$ cat config.mk
export PLATFORM = sky130hd
export DESIGN_NAME = dot_feeder_flat
export DESIGN_NICKNAME = d
export VERILOG_FILES = /design/src/rtl/dot_feeder_pkg.sv /design/src/rtl/dot_feeder_if.sv /design/src/rtl/dot_feeder_buf.sv /design/src/rtl/dot_feeder.sv /design/src/flat_wrapper.sv
export SDC_FILE = /design/constraint.sdc
export NUM_CORES = 1
export LEC_CHECK = 0
export CORE_MARGIN = 10
export CORE_UTILIZATION = 45
export CTS_CLUSTER_SIZE = 24
export DETAILED_ROUTE_END_ITERATION = 8
export HOLD_SLACK_MARGIN = 0.05
export MAX_ROUTING_LAYER = met4
export PLACE_DENSITY_LB_ADDON = 0.05
export RECOVER_POWER = 50
export SETUP_SLACK_MARGIN = 0.2
export SKIP_LAST_GASP = 1
export SLEW_MARGIN = 20
export SYNTH_ARGS = -nofsm -noshare
export SYNTH_HDL_FRONTEND = slang
export SYNTH_SLANG_ARGS = --single-unit
$ cat constraint.sdc
create_clock -name clock -period 5.4 [get_ports clock]
set_clock_uncertainty 0.05 [all_clocks]
set_input_delay 1.35 -clock clock [delete_from_list [all_inputs] [get_ports clock]]
set_output_delay 1.35 -clock clock [all_outputs]
set_load 0.03 [all_outputs]
$ cat src/rtl/dot_feeder_pkg.sv
`default_nettype none
// +------------------------------------------------------------------+
// | dot_feeder_pkg : state type, MAC sum constants, width helpers     |
// | Revision 1.0                                                      |
// +------------------------------------------------------------------+
package dot_feeder_pkg;

  typedef enum logic [1:0] {
    S_IDLE   = 2'd0,
    S_CLEAR  = 2'd1,
    S_STREAM = 2'd2,
    S_DONE   = 2'd3
  } state_t;

  localparam int MAC_SUM_W   = 14;
  localparam int MAC_SUM_MAX = (1 << MAC_SUM_W) - 1;

  function automatic int idx_w(input int depth);
    return $clog2(depth);
  endfunction

  function automatic int len_w(input int depth);
    return $clog2(depth + 1);
  endfunction

endpackage
`default_nettype wire

$ cat src/rtl/dot_feeder_if.sv
`default_nettype none
// +------------------------------------------------------------------+
// | dot_feeder_if : buffer write, start and MAC-drive signal bundle   |
// | ovf exists only with DOT_FEEDER_OVF_EN.  Revision 1.0             |
// +------------------------------------------------------------------+
interface dot_feeder_if
  import dot_feeder_pkg::*;
#(
  parameter int DEPTH = 8,
  parameter int W     = 8
);
  logic                      wr_en;
  logic [idx_w(DEPTH)-1:0]   wr_addr;
  logic [W-1:0]              wr_a;
  logic [W-1:0]              wr_b;
  logic                      start;
  logic [len_w(DEPTH)-1:0]   len;
  logic                      busy;
  logic                      mac_clear;
  logic [W-1:0]              a_out;
  logic [W-1:0]              b_out;
  logic                      done;
`ifdef DOT_FEEDER_OVF_EN
  logic                      ovf;

  modport master (
    output wr_en, wr_addr, wr_a, wr_b, start, len,
    input  busy, mac_clear, a_out, b_out, done, ovf
  );
  modport slave (
    input  wr_en, wr_addr, wr_a, wr_b, start, len,
    output busy, mac_clear, a_out, b_out, done, ovf
  );
`else
  modport master (
    output wr_en, wr_addr, wr_a, wr_b, start, len,
    input  busy, mac_clear, a_out, b_out, done
  );
  modport slave (
    input  wr_en, wr_addr, wr_a, wr_b, start, len,
    output busy, mac_clear, a_out, b_out, done
  );
`endif
endinterface
`default_nettype wire

$ cat src/rtl/dot_feeder_buf.sv
`default_nettype none
// +------------------------------------------------------------------+
// | dot_feeder_buf : paired operand register arrays, one write port, |
// | combinational read.  Revision 1.0                                 |
// +------------------------------------------------------------------+
module dot_feeder_buf
  import dot_feeder_pkg::*;
#(
  parameter int DEPTH = 8,
  parameter int W     = 8
) (
  input  wire logic                     clock,
  input  wire logic                     reset,
  input  wire logic                     i_we,
  input  wire logic [idx_w(DEPTH)-1:0]  i_waddr,
  input  wire logic [W-1:0]             i_wa,
  input  wire logic [W-1:0]             i_wb,
  input  wire logic [idx_w(DEPTH)-1:0]  i_raddr,
  output logic      [W-1:0]             o_ra,
  output logic      [W-1:0]             o_rb
);
  logic [W-1:0] r_a [DEPTH];
  logic [W-1:0] r_b [DEPTH];

  always_ff @(posedge clock or posedge reset) begin
    if (reset) begin
      for (int k = 0; k < DEPTH; k++) begin
        r_a[k] <= '0;
        r_b[k] <= '0;
      end
    end else if (i_we) begin
      r_a[i_waddr] <= i_wa;
      r_b[i_waddr] <= i_wb;
    end
  end

  assign o_ra = r_a[i_raddr];
  assign o_rb = r_b[i_raddr];

endmodule
`default_nettype wire

$ cat src/rtl/dot_feeder.sv
`default_nettype none
// +------------------------------------------------------------------+
// | dot_feeder : sequences clear + operand stream into the dot MAC.   |
// | Optional exact-sum overflow flag: DOT_FEEDER_OVF_EN. Rev 1.0      |
// +------------------------------------------------------------------+
module dot_feeder
  import dot_feeder_pkg::*;
#(
  parameter int DEPTH = 8,
  parameter int W     = 8
) (
  input  wire logic   clock,
  input  wire logic   reset,
  dot_feeder_if.slave bus
);
  localparam int c_IW = idx_w(DEPTH);
  localparam int c_LW = len_w(DEPTH);

  state_t          r_state;
  logic [c_LW-1:0] r_len;
  logic [c_LW-1:0] r_cnt;
  logic            r_busy;
  logic            r_mac_clear;
  logic            r_done;
  logic [W-1:0]    r_a_out;
  logic [W-1:0]    r_b_out;

  logic [W-1:0]    w_rd_a;
  logic [W-1:0]    w_rd_b;
  logic            w_we;
  logic [c_LW-1:0] w_len_cl;

  assign w_we     = bus.wr_en && (r_state == S_IDLE);
  assign w_len_cl = (bus.len > c_LW'(DEPTH)) ? c_LW'(DEPTH) : bus.len;

  dot_feeder_buf #(.DEPTH(DEPTH), .W(W)) u_buf (
    .clock   (clock),
    .reset   (reset),
    .i_we    (w_we),
    .i_waddr (bus.wr_addr),
    .i_wa    (bus.wr_a),
    .i_wb    (bus.wr_b),
    .i_raddr (r_cnt[c_IW-1:0]),
    .o_ra    (w_rd_a),
    .o_rb    (w_rd_b)
  );

  // Outputs are set from the next state so they line up with it; the MAC
  // sees zeros in every non-stream cycle and therefore holds its sum.
  always_ff @(posedge clock or posedge reset) begin
    if (reset) begin
      r_state     <= S_IDLE;
      r_len       <= '0;
      r_cnt       <= '0;
      r_busy      <= 1'b0;
      r_mac_clear <= 1'b1;
      r_done      <= 1'b0;
      r_a_out     <= '0;
      r_b_out     <= '0;
    end else begin
      r_a_out     <= '0;
      r_b_out     <= '0;
      r_mac_clear <= 1'b0;
      r_done      <= 1'b0;
      case (r_state)
        S_IDLE: begin
          if (bus.start) begin
            r_state     <= S_CLEAR;
            r_len       <= w_len_cl;
            r_cnt       <= '0;
            r_busy      <= 1'b1;
            r_mac_clear <= 1'b1;
          end
        end
        S_CLEAR, S_STREAM: begin
          if (r_cnt == r_len) begin
            r_state <= S_DONE;
            r_done  <= 1'b1;
          end else begin
            r_state <= S_STREAM;
            r_a_out <= w_rd_a;
            r_b_out <= w_rd_b;
            r_cnt   <= r_cnt + 1'b1;
          end
        end
        S_DONE: begin
          r_state <= S_IDLE;
          r_busy  <= 1'b0;
        end
        default: begin
          r_state <= S_IDLE;
          r_busy  <= 1'b0;
        end
      endcase
    end
  end

  assign bus.busy      = r_busy;
  assign bus.mac_clear = r_mac_clear;
  assign bus.done      = r_done;
  assign bus.a_out     = r_a_out;
  assign bus.b_out     = r_b_out;

`ifdef DOT_FEEDER_OVF_EN
  localparam int c_SW = 2 * W + c_IW;

  logic [c_SW-1:0] r_shadow;
  logic [c_SW-1:0] w_shadow_next;
  logic            r_ovf;

  // The shadow adds the pair presented this cycle, mirroring the MAC edge.
  assign w_shadow_next = r_shadow + (c_SW'(r_a_out) * c_SW'(r_b_out));

  always_ff @(posedge clock or posedge reset) begin
    if (reset) begin
      r_shadow <= '0;
      r_ovf    <= 1'b0;
    end else if (r_state == S_IDLE && bus.start) begin
      r_shadow <= '0;
      r_ovf    <= 1'b0;
    end else if (r_state == S_STREAM) begin
      r_shadow <= w_shadow_next;
      if (r_cnt == r_len) begin
        r_ovf <= (w_shadow_next > c_SW'(MAC_SUM_MAX));
      end
    end
  end

  assign bus.ovf = r_ovf;
`endif

endmodule
`default_nettype wire

$ cat src/flat_wrapper.sv
// flat-port wrapper written by rule: the top's interface ports become plain ports
module dot_feeder_flat import dot_feeder_pkg::*;
#(
  parameter int DEPTH = 8,
  parameter int W     = 8
)
  (clock, reset, bus_wr_en, bus_wr_addr, bus_wr_a, bus_wr_b, bus_start, bus_len, bus_busy, bus_mac_clear, bus_a_out, bus_b_out, bus_done);
  dot_feeder_if #(.DEPTH(DEPTH), .W(W)) bus_i ();
  input  wire logic clock;
  input  wire logic reset;
  input wire logic [$bits(bus_i.wr_en)-1:0] bus_wr_en;
  input wire logic [$bits(bus_i.wr_addr)-1:0] bus_wr_addr;
  input wire logic [$bits(bus_i.wr_a)-1:0] bus_wr_a;
  input wire logic [$bits(bus_i.wr_b)-1:0] bus_wr_b;
  input wire logic [$bits(bus_i.start)-1:0] bus_start;
  input wire logic [$bits(bus_i.len)-1:0] bus_len;
  output wire logic [$bits(bus_i.busy)-1:0] bus_busy;
  output wire logic [$bits(bus_i.mac_clear)-1:0] bus_mac_clear;
  output wire logic [$bits(bus_i.a_out)-1:0] bus_a_out;
  output wire logic [$bits(bus_i.b_out)-1:0] bus_b_out;
  output wire logic [$bits(bus_i.done)-1:0] bus_done;
  assign bus_i.wr_en = bus_wr_en;
  assign bus_i.wr_addr = bus_wr_addr;
  assign bus_i.wr_a = bus_wr_a;
  assign bus_i.wr_b = bus_wr_b;
  assign bus_i.start = bus_start;
  assign bus_i.len = bus_len;
  assign bus_busy = bus_i.busy;
  assign bus_mac_clear = bus_i.mac_clear;
  assign bus_a_out = bus_i.a_out;
  assign bus_b_out = bus_i.b_out;
  assign bus_done = bus_i.done;
  dot_feeder #(.DEPTH(DEPTH), .W(W)) u_core (.clock(clock), .reset(reset), .bus(bus_i));
endmodule
==> results of run 1 <==
cell type report:
cell class	instances	area, um^2
Inverter	6	26.28
Fill cell	1268	7014
Clock buffer	26	499.2
Tap cell	188	235.2
Timing Repair Buffer	53	510.5
Multi-Input combinational cell	254	2846
Sequential cell	157	3931
Clock inverter	6	82.58
cell families after synthesis:
| kind of cell | after synthesis | share of synthesized area (%) |
|---|---|---|
| xor gates and xnor gates | 4 | 0.5065 |
| AOI/OAI and AO/OA | 18 | 1.646 |
| DFF | 157 | 56.82 |
| and+or+nand+nor | 51 | 3.582 |
| adders and majority gates | 3 | 0.5427 |
| buffers and inverters | 27 | 2.044 |
| muxes | 178 | 34.86 |
flip-flops by register name, summed over array words and instances, names as in the netlist, 2 cells and up:
signal,count
u_core.u_buf.r_b,64
u_core.r_len,4
u_core.bus.b_out,8
u_core.r_cnt,4
u_core.bus.a_out,8
u_core.u_buf.r_a,64
u_core.r_state,2
power by group:
group          switching, mW  internal (mW)  total [mW]  leakage (nW)
clock                  0.442          0.728        1.17         0.284
combinational          0.737          0.944        1.68          1.31
sequential             0.239           1.70        1.94          2.00
total                   1.42           3.37        4.79          3.59
worst paths after layout:
kind / startpoint / to / slack [ps] / cells past startpoint
max: reset / u_core.r_cnt[0]$_DFFE_PP0P_ / 1630 / 3
min: u_core.u_buf.r_b[52]$_DFFE_PP0P_ / u_core.u_buf.r_b[52]$_DFFE_PP0P_ / 440 / 1
max reg2reg: u_core.r_cnt[0]$_DFFE_PP0P_ / u_core.bus.a_out[1]$_DFF_PP0_ / 2740 / 5
min reg2reg: u_core.u_buf.r_b[52]$_DFFE_PP0P_ / u_core.u_buf.r_b[52]$_DFFE_PP0P_ / 440 / 1
max in group clock: bus_wr_addr[0] / u_core.u_buf.r_a[44]$_DFFE_PP0P_ / 2330 / 4
min in group asynchronous: reset / u_core.r_len[1]$_DFFE_PP0P_ / 2120 / 3
Yosys cell counts (3+ instances only):
cell type / n
sky130_fd_sc_hd__inv_1: 6
sky130_fd_sc_hd__mux4_2: 32
sky130_fd_sc_hd__buf_2: 14
sky130_fd_sc_hd__ha_1: 3
sky130_fd_sc_hd__xnor2_1: 4
sky130_fd_sc_hd__nand2b_1: 6
sky130_fd_sc_hd__a21oi_1: 3
sky130_fd_sc_hd__o21ai_0: 8
sky130_fd_sc_hd__mux2i_1: 17
sky130_fd_sc_hd__mux2_2: 109
sky130_fd_sc_hd__nor2_1: 21
sky130_fd_sc_hd__dfrtp_1: 156
sky130_fd_sc_hd__nand2_1: 11
sky130_fd_sc_hd__nor2_2: 6
sky130_fd_sc_hd__buf_6: 3
sky130_fd_sc_hd__mux2_4: 18
sky130_fd_sc_hd__clkbuf_1: 3
layer usage:
layer / wire (um) / share of wire, % / track usage (%)
met5: 0 / 0 / -
met4: 168 / 1.2 / 5.481
met3: 409 / 2.9 / 3.477
met2: 7011 / 50 / 23.50
met1: 6491 / 46 / 18.92
through the flow:
stage	hold slack (ps)	setup slack, ps	total power [mW]
after floorplan	409.4	2014	3.229
after global placement	422.7	1834	3.612
after detailed placement	428.3	1846	3.662
after CTS	444.6	2288	4.856
after global routing	461.6	1246	5.098
final	439.5	1627	4.787
==> results.md, run 1 <==
- Once placement completed, the tool counted placed cells totaling 658.
- The number of antenna violations at the first check in global routing is 0.
- The synthesized design devotes to its leading area cell type 56.44% of total area.
- For this configuration, the core starts out at a cell density of 45.67%.
- The final reports fail on capacitance limit, slew limit.
- The average instance area after synthesis is 15.79 um^2.
- Once the clock tree was built, the resizer swapped 0 gates to a different size.
- The top fanout value on the critical path is 157.
- The cell type with the highest aggregate area in the netlist is sky130_fd_sc_hd__dfrtp_1.
- The number of clock buffers inserted by TritonCTS is 17.
- The count of synthesis-stage warnings from yosys is 0.
- Buffers added to address setup during post-CTS repair amount to 0.
- The net count of the finished layout is 519.
- The ratio of cells with drive above 1 in the final layout is 41.04%.
- The floorplan die area is 0.02073 mm^2.
- The insertion delay of the later-clocked pin in the worst-skew pair is 410 ps.
- The overall track demand over capacity in global routing is 15.06%.
- The first global-routing pass estimated 22740 um of wire.
- The area of the placeable core is 0.01515 mm^2.
- The count of cells in the finished layout, fillers not included, comes to 690.
- The worst setup path category is in2async.
- The top cell types in the final layout, fill and taps aside, are sky130_fd_sc_hd__dfrtp_1, sky130_fd_sc_hd__mux2_2, sky130_fd_sc_hd__clkdlybuf4s50_1, sky130_fd_sc_hd__mux4_2, sky130_fd_sc_hd__nor2_1.
- For the pin with the worst max-slew slack, the measured transition is 2145 ps.
- The worst setup path is launched from a primary input.
- Data on the critical path is required at its endpoint by 5280 ps.
- Port buffering added 45 buffers.
- The synthesized design contains 157 register bits.
- Leaving out fill and tap cells, the most frequent cell in the layout is sky130_fd_sc_hd__dfrtp_1.
- The clock tree buffer depth is 2.
- The worst ir drop on vdd is 0.0002610 V.
- The floorplan row count is 45.
- The total global routing overflow is 0.
- Setup repair after global routing left no endpoint under its margin.
- The pin count of the biggest net entering global routing is 158.
- The nature of the critical path endpoint is an async pin.
- The most frequently used flop master after synthesis is sky130_fd_sc_hd__dfrtp_1.
- The clock tree synthesis step divided the H-tree into 4 levels.
- Of the synthesized area, sequential elements account for 56.82%.
- The number of global-route vias before repair is 4054.
- The signal on the critical path passes through dlygate4sd3_1 > clkinvlp_4 > clkbuf_4.
- The analysis attributes to cell leakage a power of 3.590 nW.
- The congestion estimate from routability-driven global placement came to 0.7535.
- Measured along the x axis, the die boundary spans 144.0 um.
- The count of endpoints failing hold in the final timing report is 0.
- The post-route clock period utilization is 69.88%.
- Setup violations remaining at the end of the flow were counted as 0.
- The number of synthesized flops with an enable pin is 0.
- At the end of the flow the core is filled with cells to 53.69%.
- Once detail routing completed, the nets flagged for antenna violations numbered 0.
- The post-layout minimum cycle time is 3773 ps.
- The total vias in the final route is 3798.
- In the post-synthesis netlist, the biggest area contributors are sky130_fd_sc_hd__dfrtp_1, sky130_fd_sc_hd__mux2_2, sky130_fd_sc_hd__mux4_2.
- The total nets after synthesis is 468.
- The worst-case headroom to the max-slew limit is -42.97%.
- TritonCTS built the clock tree.
- The post-detailed-route DRC marker count is 0.
- Power spread over the standard cell area amounts to 588.7 mW/mm^2.
- The count of pins on the block boundary is 46.
- The clock root buffer is sky130_fd_sc_hd__clkbuf_16.
- The clock-pin slew on the worst setup and hold paths is 60 ps.
- The synthesized instance count is 438.
- The critical path data arrival time is 3650 ps.
- The post-route cell area is 0.008132 mm^2.
- The flow ran to the end, but the final reports show violations.
- The number of violations of the max-capacitance limit is 1.
- Summing every instance area after synthesis gives 0.006917 mm^2.
- The placed instances occupy a cell area of 0.007562 mm^2.
- The largest delay contributor family on the critical path is buffers and inverters.
- The worst min-delay path class is reg2reg.
- The wire length after detailed routing is 14080 um.
- The average routed wire per standard cell is 20.41 um.
- For this design, the slowest cell found on the critical path is sky130_fd_sc_hd__clkbuf_4.
- Detailed placement finished with a half-perimeter wire length of 8138 um.
- The y dimension of the die is 144.0 um.
- The TritonCTS sink count is 157.
- The max-slew violation count is 158.
- For this run, the top clock speed supported by timing is 265.0 MHz.
- The synthesized netlist contains 30 unique library cells.
- In the synthesized netlist the async set-or-reset flop fraction comes to 100.0%.
- The maximum single-stage delay on the critical path is 1450 ps.
- For this run, the detailed router's first-pass iteration total came to 4.
- The quantity of hold-fixing buffers added after cts is 0.
- From synthesis to final layout, the design area changed by 17.57%.
- Summed over all failing endpoints, the final setup total negative slack is 0 ps.
- The antenna cell count is 0.
- The number of buffers and inverters on the critical path is 3.
- The number of DRC markers in iteration 0 is 109.
- Dividing the detail-routed via count by the number of cells gives 5.504.
No activity file was read; power rests on OpenSTA's default activity.
==> run 2: changes to the inputs <==
- clock period: 5.4 -> 3.1 ns (I/O delays scaled with it)
==> run 2 against run 1 <==
Against the previous run: the flow now finishes without violations; die area did not move; clock power up 68%; via count decreased by 0.21%; critical path type is now reg2out; largest cell class unchanged; highest routed layer unchanged.
==> results.md, run 2 (synthesis gave the netlist of run 1 again) <==
- Outcome: finished clean (was finished with violations).
- The post-route non-filler standard cell count is 695 (was 690).
- The net switching power figure is 2.488 mW (was 1.418 mW).
- The die width is 144.0 um (unchanged).
- The nature of the critical path endpoint is an output port (was async pin).
- The startpoint kind of the worst setup timing path is a flip-flop (was primary input).
- The worst ir drop on vdd is 0.0005905 V (was 0.0002610 V).
- The number of DRC markers in iteration 0 is 211 (was 109).
- The routed design could run at a clock period as short as 2405 ps.
- RSZ-0062 raised after global routing: false (unchanged).
- The required time at the endpoint of the critical path is 2270 ps (was 5280 ps).
- The switching share of power is 30.00% (was 29.63%).
- The worst-case register-to-register setup slack is 990 ps (was 2740 ps).
- The slew at the pin with the worst max-slew slack was 1058 ps (was 2145 ps).
- The count of endpoints failing hold in the final timing report is 0 (unchanged).
- The antenna cell count is 0 (unchanged).
- The post-detailed-route DRC marker count came to 0 (unchanged).
- The total vias in the final route is 3790 (was 3798).
- The overall track demand over capacity in global routing is 15.20% (was 15.06%).
- The worst min-delay path class was reg2reg (unchanged).
- The critical path data arrival time is 1580 ps (was 3650 ps).
- The maximum single-stage delay on the critical path is 660 ps (was 1450 ps).
- The final weighted congestion of routability-driven global placement is 0.8050 (was 0.7535).
- The number of buffers and inverters on the critical path is 1 (was 3).
- The number of cells on the worst reg-to-reg path is 6 (was 5).
- The ratio of cells with drive above 1 in the final layout is 41.42% (was 41.04%).
- The number of endpoints failing setup at the final stage came to 0 (unchanged).
- The part of the total power dissipated in combinational logic is 35.7% (was 35.1%).
- The clock root buffer is sky130_fd_sc_hd__clkbuf_16 (unchanged).
- The total global routing overflow is 0 (unchanged).
- The max-slew violation count was 0 (was 158).
- The worst hold slack after final layout came to 445.5 ps (was 439.5 ps).
- The y dimension of the die is 144.0 um (unchanged).
- The power density over the cells is 1014 mW/mm^2 (was 588.7 mW/mm^2).
- The floorplan row count is 45 (unchanged).
- Commonest cells after routing, fill and taps aside: sky130_fd_sc_hd__dfrtp_1, sky130_fd_sc_hd__mux2_2, sky130_fd_sc_hd__clkdlybuf4s50_1, sky130_fd_sc_hd__mux4_2, sky130_fd_sc_hd__nor2_1 (unchanged).
- The post-CTS setup repair buffer count was 0 (unchanged).
- The number of cells after detailed placement came to 664 (was 658).
- The worst path setup slack after routing is 695.0 ps (was 1627 ps).
- The critical path's slowest cell is sky130_fd_sc_hd__clkdlybuf4s50_1 (was sky130_fd_sc_hd__clkbuf_4).
- The internal cell power is 5.804 mW (was 3.369 mW).
- The wire length of the first global-routing pass is 23180 um (was 22740 um).
- The accumulated negative setup slack is 0 ps (unchanged).
- The quantity of hold-fixing buffers added after cts is 0 (unchanged).
- The most common library cell in the layout ignoring fill and taps is sky130_fd_sc_hd__dfrtp_1 (unchanged).
- The number of global-route vias before repair was 4194 (was 4054).
- The wire length after detailed routing came to 14130 um (was 14080 um).
- The insertion delay of the later-clocked pin in the worst-skew pair came to 420 ps (was 410 ps).
- The instance count along the most critical hold path is 1 (unchanged).
- The clock tree buffer depth is 2 (unchanged).
- The share of power burned in the clock network is 23.6% (was 24.5%).
- The initial standard-cell utilization of the core came to 45.67% (unchanged).
- The number of clock buffers inserted by TritonCTS is 17 (unchanged).
- The TritonCTS sink count came to 157 (unchanged).
- The pin count of the biggest net entering global routing is 75 (was 158).
- The worst-case headroom to the max-slew limit came to 29.49% (was -42.97%).
- The sequential cell fraction of total power came to 40.7% (was 40.4%).
- The clock-pin slew on the worst setup and hold paths came to 60 ps (about the same).
- The post-placement worst setup slack came to 528.5 ps (was 1846 ps).
- The number of port buffers is 45 (unchanged).
- The clock tree from TritonCTS is built (unchanged).
- The count of pins on the block boundary is 46 (unchanged).
- Static timing analysis puts the maximum clock frequency at 415.8 MHz.
- The number of levels in the clock H-tree was 4 (unchanged).
- The number of vias per cell after detailed routing is 5.453 (was 5.504).
- The remaining antenna violation count after routing was 0 (unchanged).
- The number of antenna violations at the first check in global routing is 0 (unchanged).
- The area of the placeable core is 0.01515 mm^2 (unchanged).
- Leading registers by flop count: u_core.u_buf.r_a x64, u_core.u_buf.r_b x64 (unchanged).
- The fraction of the core area covered by cells at the end of the flow is 54.01% (was 53.69%).
- The count of cells resized by post-cts repair is 0 (unchanged).
- The leakage component of the power is 3.613 nW (was 3.590 nW).
- The half-perimeter wire length of the detailed placement result is 8418 um (was 8138 um).
- The largest delay contributor family on the critical path is buffers and inverters (unchanged).
- The number of violations of the max-capacitance limit was 0 (was 1).
- Cells along the critical path: clkdlybuf4s50_1 (was dlygate4sd3_1 > clkinvlp_4 > clkbuf_4).
- The reg-to-reg startpoint was u_core.r_state[0]$_DFFE_PP0P_ (was u_core.r_cnt[0]$_DFFE_PP0P_).
- The total iterations of the first detailed-routing run is 4 (unchanged).
- The first element of the critical path is u_core.bus.mac_clear$_DFF_PP1_ (was reset).
- The endpoint of the worst hold-timing path is u_core.u_buf.r_b[48]$_DFFE_PP0P_ (was u_core.u_buf.r_b[52]$_DFFE_PP0P_).
- The source of the worst hold timing path was u_core.u_buf.r_b[48]$_DFFE_PP0P_ (was u_core.u_buf.r_b[52]$_DFFE_PP0P_).
- The average routed wire per standard cell is 20.33 um (was 20.41 um).
- The post-route clock period utilization is 77.58%.
- The destination of the worst register-to-register timing path was u_core.u_buf.r_b[52]$_DFFE_PP0P_ (was u_core.bus.a_out[1]$_DFF_PP0_).
- The worst setup path category is reg2out (was in2async).
- The post-synthesis to final-layout area growth was 18.27% (was 17.57%).
- The floorplan die area is 0.02073 mm^2 (unchanged).
- The post-layout net count is 525 (was 519).
- The top fanout value on the critical path came to 1 (was 157).
[run 2: cell types whose count changed in the layout (fill, tap and decap cells not counted)]
cell,delta
sky130_fd_sc_hd__or3_1,+1
sky130_fd_sc_hd__bufinv_16,-1
sky130_fd_sc_hd__buf_4,+3
sky130_fd_sc_hd__clkinvlp_2,+1
sky130_fd_sc_hd__buf_12,+3
sky130_fd_sc_hd__or3_2,-1
sky130_fd_sc_hd__clkbuf_4,-1
[run 2: through the flow]
step / instance area (um^2) / total power [mW]
finish: 8180 / 8.292
global route: 8180 / 8.847
CTS: 8187 / 8.420
detailed placement: 7631 / 6.433
global placement: 7631 / 6.337
floorplan: 6920 / 5.624
[run 2: final cells by class]
type / count / area [um^2]
fill: 1258 / 6965
sequential: 157 / 3931
multi-input combinational: 254 / 2845
timing repair buffer: 59 / 589.3
clock buffer: 25 / 495.5
tap: 188 / 235.2
clock inverter: 6 / 60.06
inverter: 6 / 23.77
[run 2: worst max path at each step]
stage	to	cells past startpoint	slack [ps]
after CTS	bus_mac_clear	1	660
after floorplan	u_core.bus.a_out[0]$_DFF_PP0_	1	290
after detailed placement	u_core.u_buf.r_b[59]$_DFFE_PP0P_	5	530
after global placement	u_core.u_buf.r_b[58]$_DFFE_PP0P_	5	550
after global routing	bus_mac_clear	1	650
final	bus_mac_clear	1	700
[run 2: power groups by stage]
stage	Combinational (mW)	Sequential, mW	Clock [mW]
2_1_floorplan	2.22	3.40	0
3_3_place_gp	2.97	3.37	0
3_5_place_dp	3.02	3.41	0
4_1_cts	3.02	3.38	2.02
5_1_grt	3.26	3.49	2.10
6_report	2.96	3.37	1.96
[run 2: layer usage]
| metal | part of all wire (%) | up-vias | global-route usage (%) |
|---|---|---|---|
| li1 | - | 1706 | - |
| met2 | 49 | 48 | 23.28 |
| met5 | 0 | - | - |
| met4 | 1.3 | 0 | 5.212 |
| met3 | 3.2 | 14 | 3.870 |
| met1 | 47 | 2022 | 19.35 |
==> run 3: changes to the inputs <==
- clock period: 3.1 -> 2.07 ns (I/O delays scaled with it)
==> run 3 against run 2 <==
Against the previous run: final area rose by 3.6%; power increased by 56%; via count grew 2.4%; critical endpoint is now u_core.u_buf.r_b[16]$_DFFE_PP0P_; highest routed layer unchanged.
==> results.md, run 3 (synthesis gave the netlist of run 1 again) <==
- The post-layout minimum cycle time is 1828 ps.
- The final weighted congestion of routability-driven global placement is 0.7944 (was 0.8050).
- The clock tree from TritonCTS is built (unchanged).
- The number of vias per cell after detailed routing is 5.497 (was 5.453).
- The y dimension of the die came to 144.0 um (unchanged).
- Static timing analysis puts the maximum clock frequency at 547.0 MHz.
- The number of levels in the clock H-tree is 4 (unchanged).
- The sequential cell area is 0.003931 mm^2 (unchanged).
- The number of global-route vias before repair is 4099 (was 4194).
- The worst min-delay path class is reg2reg (unchanged).
- The die width came to 144.0 um (unchanged).
- The net switching power figure is 3.878 mW (was 2.488 mW).
- The remaining antenna violation count after routing is 0 (unchanged).
- The switching share of power came to 29.90% (was 30.00%).
- The wire length after detailed routing came to 14640 um (was 14130 um).
- The clock tree buffer depth is 2 (unchanged).
- The average routed wire per standard cell is 20.73 um (was 20.33 um).
- The count of pins on the block boundary is 46 (unchanged).
- The number of antenna violations at the first check in global routing is 0 (unchanged).
- The fraction of the core area covered by cells at the end of the flow was 55.96% (was 54.01%).
- The worst setup path category is reg2reg (was reg2out).
- The overall track demand over capacity in global routing came to 15.33% (was 15.20%).
- The antenna cell count is 0 (unchanged).
- The share of power burned in the clock network is 25.0% (was 23.6%).
- The number of violations of the max-capacitance limit came to 0 (unchanged).
- The slew at the pin with the worst max-slew slack is 914.8 ps (was 1058 ps).
- The total global routing overflow is 0 (unchanged).
- The floorplan die area is 0.02073 mm^2 (unchanged).
- The number of endpoints failing setup at the final stage was 0 (unchanged).
- The leakage component of the power is 3.818 nW (was 3.613 nW).
- The number of clock buffers inserted by TritonCTS is 17 (unchanged).
- The half-perimeter wire length of the detailed placement result is 8776 um (was 8418 um).
- The startpoint kind of the worst setup timing path is a flip-flop (unchanged).
- The ratio of cells with drive above 1 in the final layout is 43.82% (was 41.42%).
- The TritonCTS sink count is 157 (unchanged).
- The post-layout net count was 535 (was 525).
- The total iterations of the first detailed-routing run is 4 (unchanged).
- The power density over the cells is 1530 mW/mm^2 (was 1014 mW/mm^2).
- The number of port buffers was 45 (unchanged).
- The top fanout value on the critical path is 8 (was 1).
- The initial standard-cell utilization of the core came to 45.67% (unchanged).
- The internal cell power is 9.093 mW (was 5.804 mW).
- The nature of the critical path endpoint is a flip-flop (was output port).
- The worst-case headroom to the max-slew limit is 39.01% (was 29.49%).
- The max-slew violation count is 0 (unchanged).
- The most common library cell in the layout ignoring fill and taps is sky130_fd_sc_hd__dfrtp_1 (unchanged).
- The post-detailed-route DRC marker count is 0 (unchanged).
- The count of endpoints failing hold in the final timing report is 0 (unchanged).
- The insertion delay of the later-clocked pin in the worst-skew pair is 420 ps (about the same).
- Leading registers by flop count: u_core.u_buf.r_a x64, u_core.u_buf.r_b x64 (unchanged).
- The required time at the endpoint of the critical path is 2330 ps (was 2270 ps).
- The floorplan row count was 45 (unchanged).
- The multi-input combinational cell area is 0.002873 mm^2 (was 0.002845 mm^2).
- The critical path data arrival time came to 2080 ps (was 1580 ps).
- The fill cell total of the finished layout is 1217 (was 1258).
- The post-synthesis to final-layout area growth is 22.54% (was 18.27%).
- The wire length of the first global-routing pass is 23320 um (was 23180 um).
- Outcome: finished clean (unchanged).
- The number of DRC markers in iteration 0 was 190 (was 211).
- The clock-pin slew on the worst setup and hold paths is 60 ps (about the same).
- The area of the placeable core is 0.01515 mm^2 (unchanged).
- The worst ir drop on vdd is 0.0007224 V (was 0.0005905 V).
- The part of the total power dissipated in combinational logic came to 35.6% (was 35.7%).
- The worst path setup slack after routing is 242.0 ps (was 695.0 ps).
- The sequential cell fraction of total power is 39.5% (was 40.7%).
- The worst hold slack after final layout was 443.5 ps (was 445.5 ps).
- RSZ-0062 raised after global routing: false (unchanged).
- The clock root buffer is sky130_fd_sc_hd__clkbuf_16 (unchanged).
- Commonest cells after routing, fill and taps aside: sky130_fd_sc_hd__dfrtp_1, sky130_fd_sc_hd__mux2_2, sky130_fd_sc_hd__mux4_2, sky130_fd_sc_hd__clkdlybuf4s50_1, sky130_fd_sc_hd__nor2_1 (was sky130_fd_sc_hd__dfrtp_1, sky130_fd_sc_hd__mux2_2, sky130_fd_sc_hd__clkdlybuf4s50_1, sky130_fd_sc_hd__mux4_2, sky130_fd_sc_hd__nor2_1).
- The total vias in the final route is 3881 (was 3790).
- The post-placement worst setup slack is -158.0 ps (was 528.5 ps).
- The pin count of the biggest net entering global routing is 90 (was 75).
- The post-route clock period utilization is 88.31%.
## run 3: changes by cell type in the layout (fill, tap and decap cells not counted), sizes merged
cell | previous run | this run
clkdlybuf4s50 | 43 | 25
dlygate4sd2 | 0 | 18
buf | 13 | 19
clkinv | 3 | 7
bufinv | 1 | 3
clkbuf | 26 | 28
clkinvlp | 3 | 1
dlygate4sd3 | 2 | 1
## run 3: power groups by stage
stage	Sequential (mW)	Combinational (mW)	Clock [mW]
6_report	5.12	4.62	3.24
5_1_grt	5.29	5.02	3.44
4_1_cts	5.12	4.68	3.32
3_5_place_dp	5.16	4.74	0
3_3_place_gp	5.11	4.65	0
2_1_floorplan	5.09	3.37	0
## run 3: worst paths after layout
kind	from	end	slack (ps)	cells past startpoint
worst min register to register	u_core.bus.busy$_DFFE_PP0P_	u_core.bus.busy$_DFFE_PP0P_	440	2
worst max register to register	u_core.r_state[1]$_DFFE_PP0P_	u_core.u_buf.r_b[16]$_DFFE_PP0P_	240	7
worst max-delay path	u_core.r_state[1]$_DFFE_PP0P_	u_core.u_buf.r_b[16]$_DFFE_PP0P_	240	7
worst min-delay path	u_core.bus.busy$_DFFE_PP0P_	u_core.bus.busy$_DFFE_PP0P_	440	2
max in group asynchronous	reset	u_core.u_buf.r_b[2]$_DFFE_PP0P_	470	3
min in group asynchronous	reset	u_core.r_len[3]$_DFFE_PP0P_	670	3
## run 3: critical path, cell delays in order, from the launching register on
cell                        delay, ps
sky130_fd_sc_hd__dfrtp_1          390
sky130_fd_sc_hd__inv_1            110
sky130_fd_sc_hd__ha_4             190
sky130_fd_sc_hd__nand3_2           90
sky130_fd_sc_hd__buf_4            160
sky130_fd_sc_hd__nor2_4           180
sky130_fd_sc_hd__clkbuf_16        220
sky130_fd_sc_hd__mux2_2           330
## run 3: layout make-up
class / count / share of cell area [%]
Tap cell: 188 / 2.775
Clock inverter: 10 / 1.609
Inverter: 6 / 0.2805
Sequential cell: 157 / 46.38
Timing Repair Buffer: 69 / 9.345
Multi-Input combinational cell: 254 / 33.89
Clock buffer: 22 / 5.713
## run 3: repair_timing
item | in CTS | in global routing
cloned | 0 | 2
pin swaps | 0 | 3
hold buffers | 0 | 0
gates resized for setup | 19 | 9
buffers inserted | 0 | 1
setup endpoints to repair | 19 | 107
## run 3: routing by layer
layer | vias up | routed length, um | share of wire (%) | GRT usage (%)
met1 | 2074 | 6734 | 46 | 19.28
met3 | 15 | 308 | 2.1 | 2.821
met5 | - | 0 | 0 | -
met4 | 0 | 257 | 1.8 | 6.663
li1 | 1747 | - | - | -
met2 | 45 | 7337 | 50 | 23.93
## run 3: metrics by stage
stage / cells / setup TNS (ps) / total power, mW / cell area (um^2)
finish: 706 / 0 / 12.97 / 8476
global route: 706 / 0 / 13.75 / 8476
CTS: 703 / 0 / 13.13 / 8418
detailed placement: 671 / -13170 / 9.904 / 7821
global placement: 671 / -12240 / 9.762 / 7821
floorplan: 438 / -75440 / 8.465 / 6933
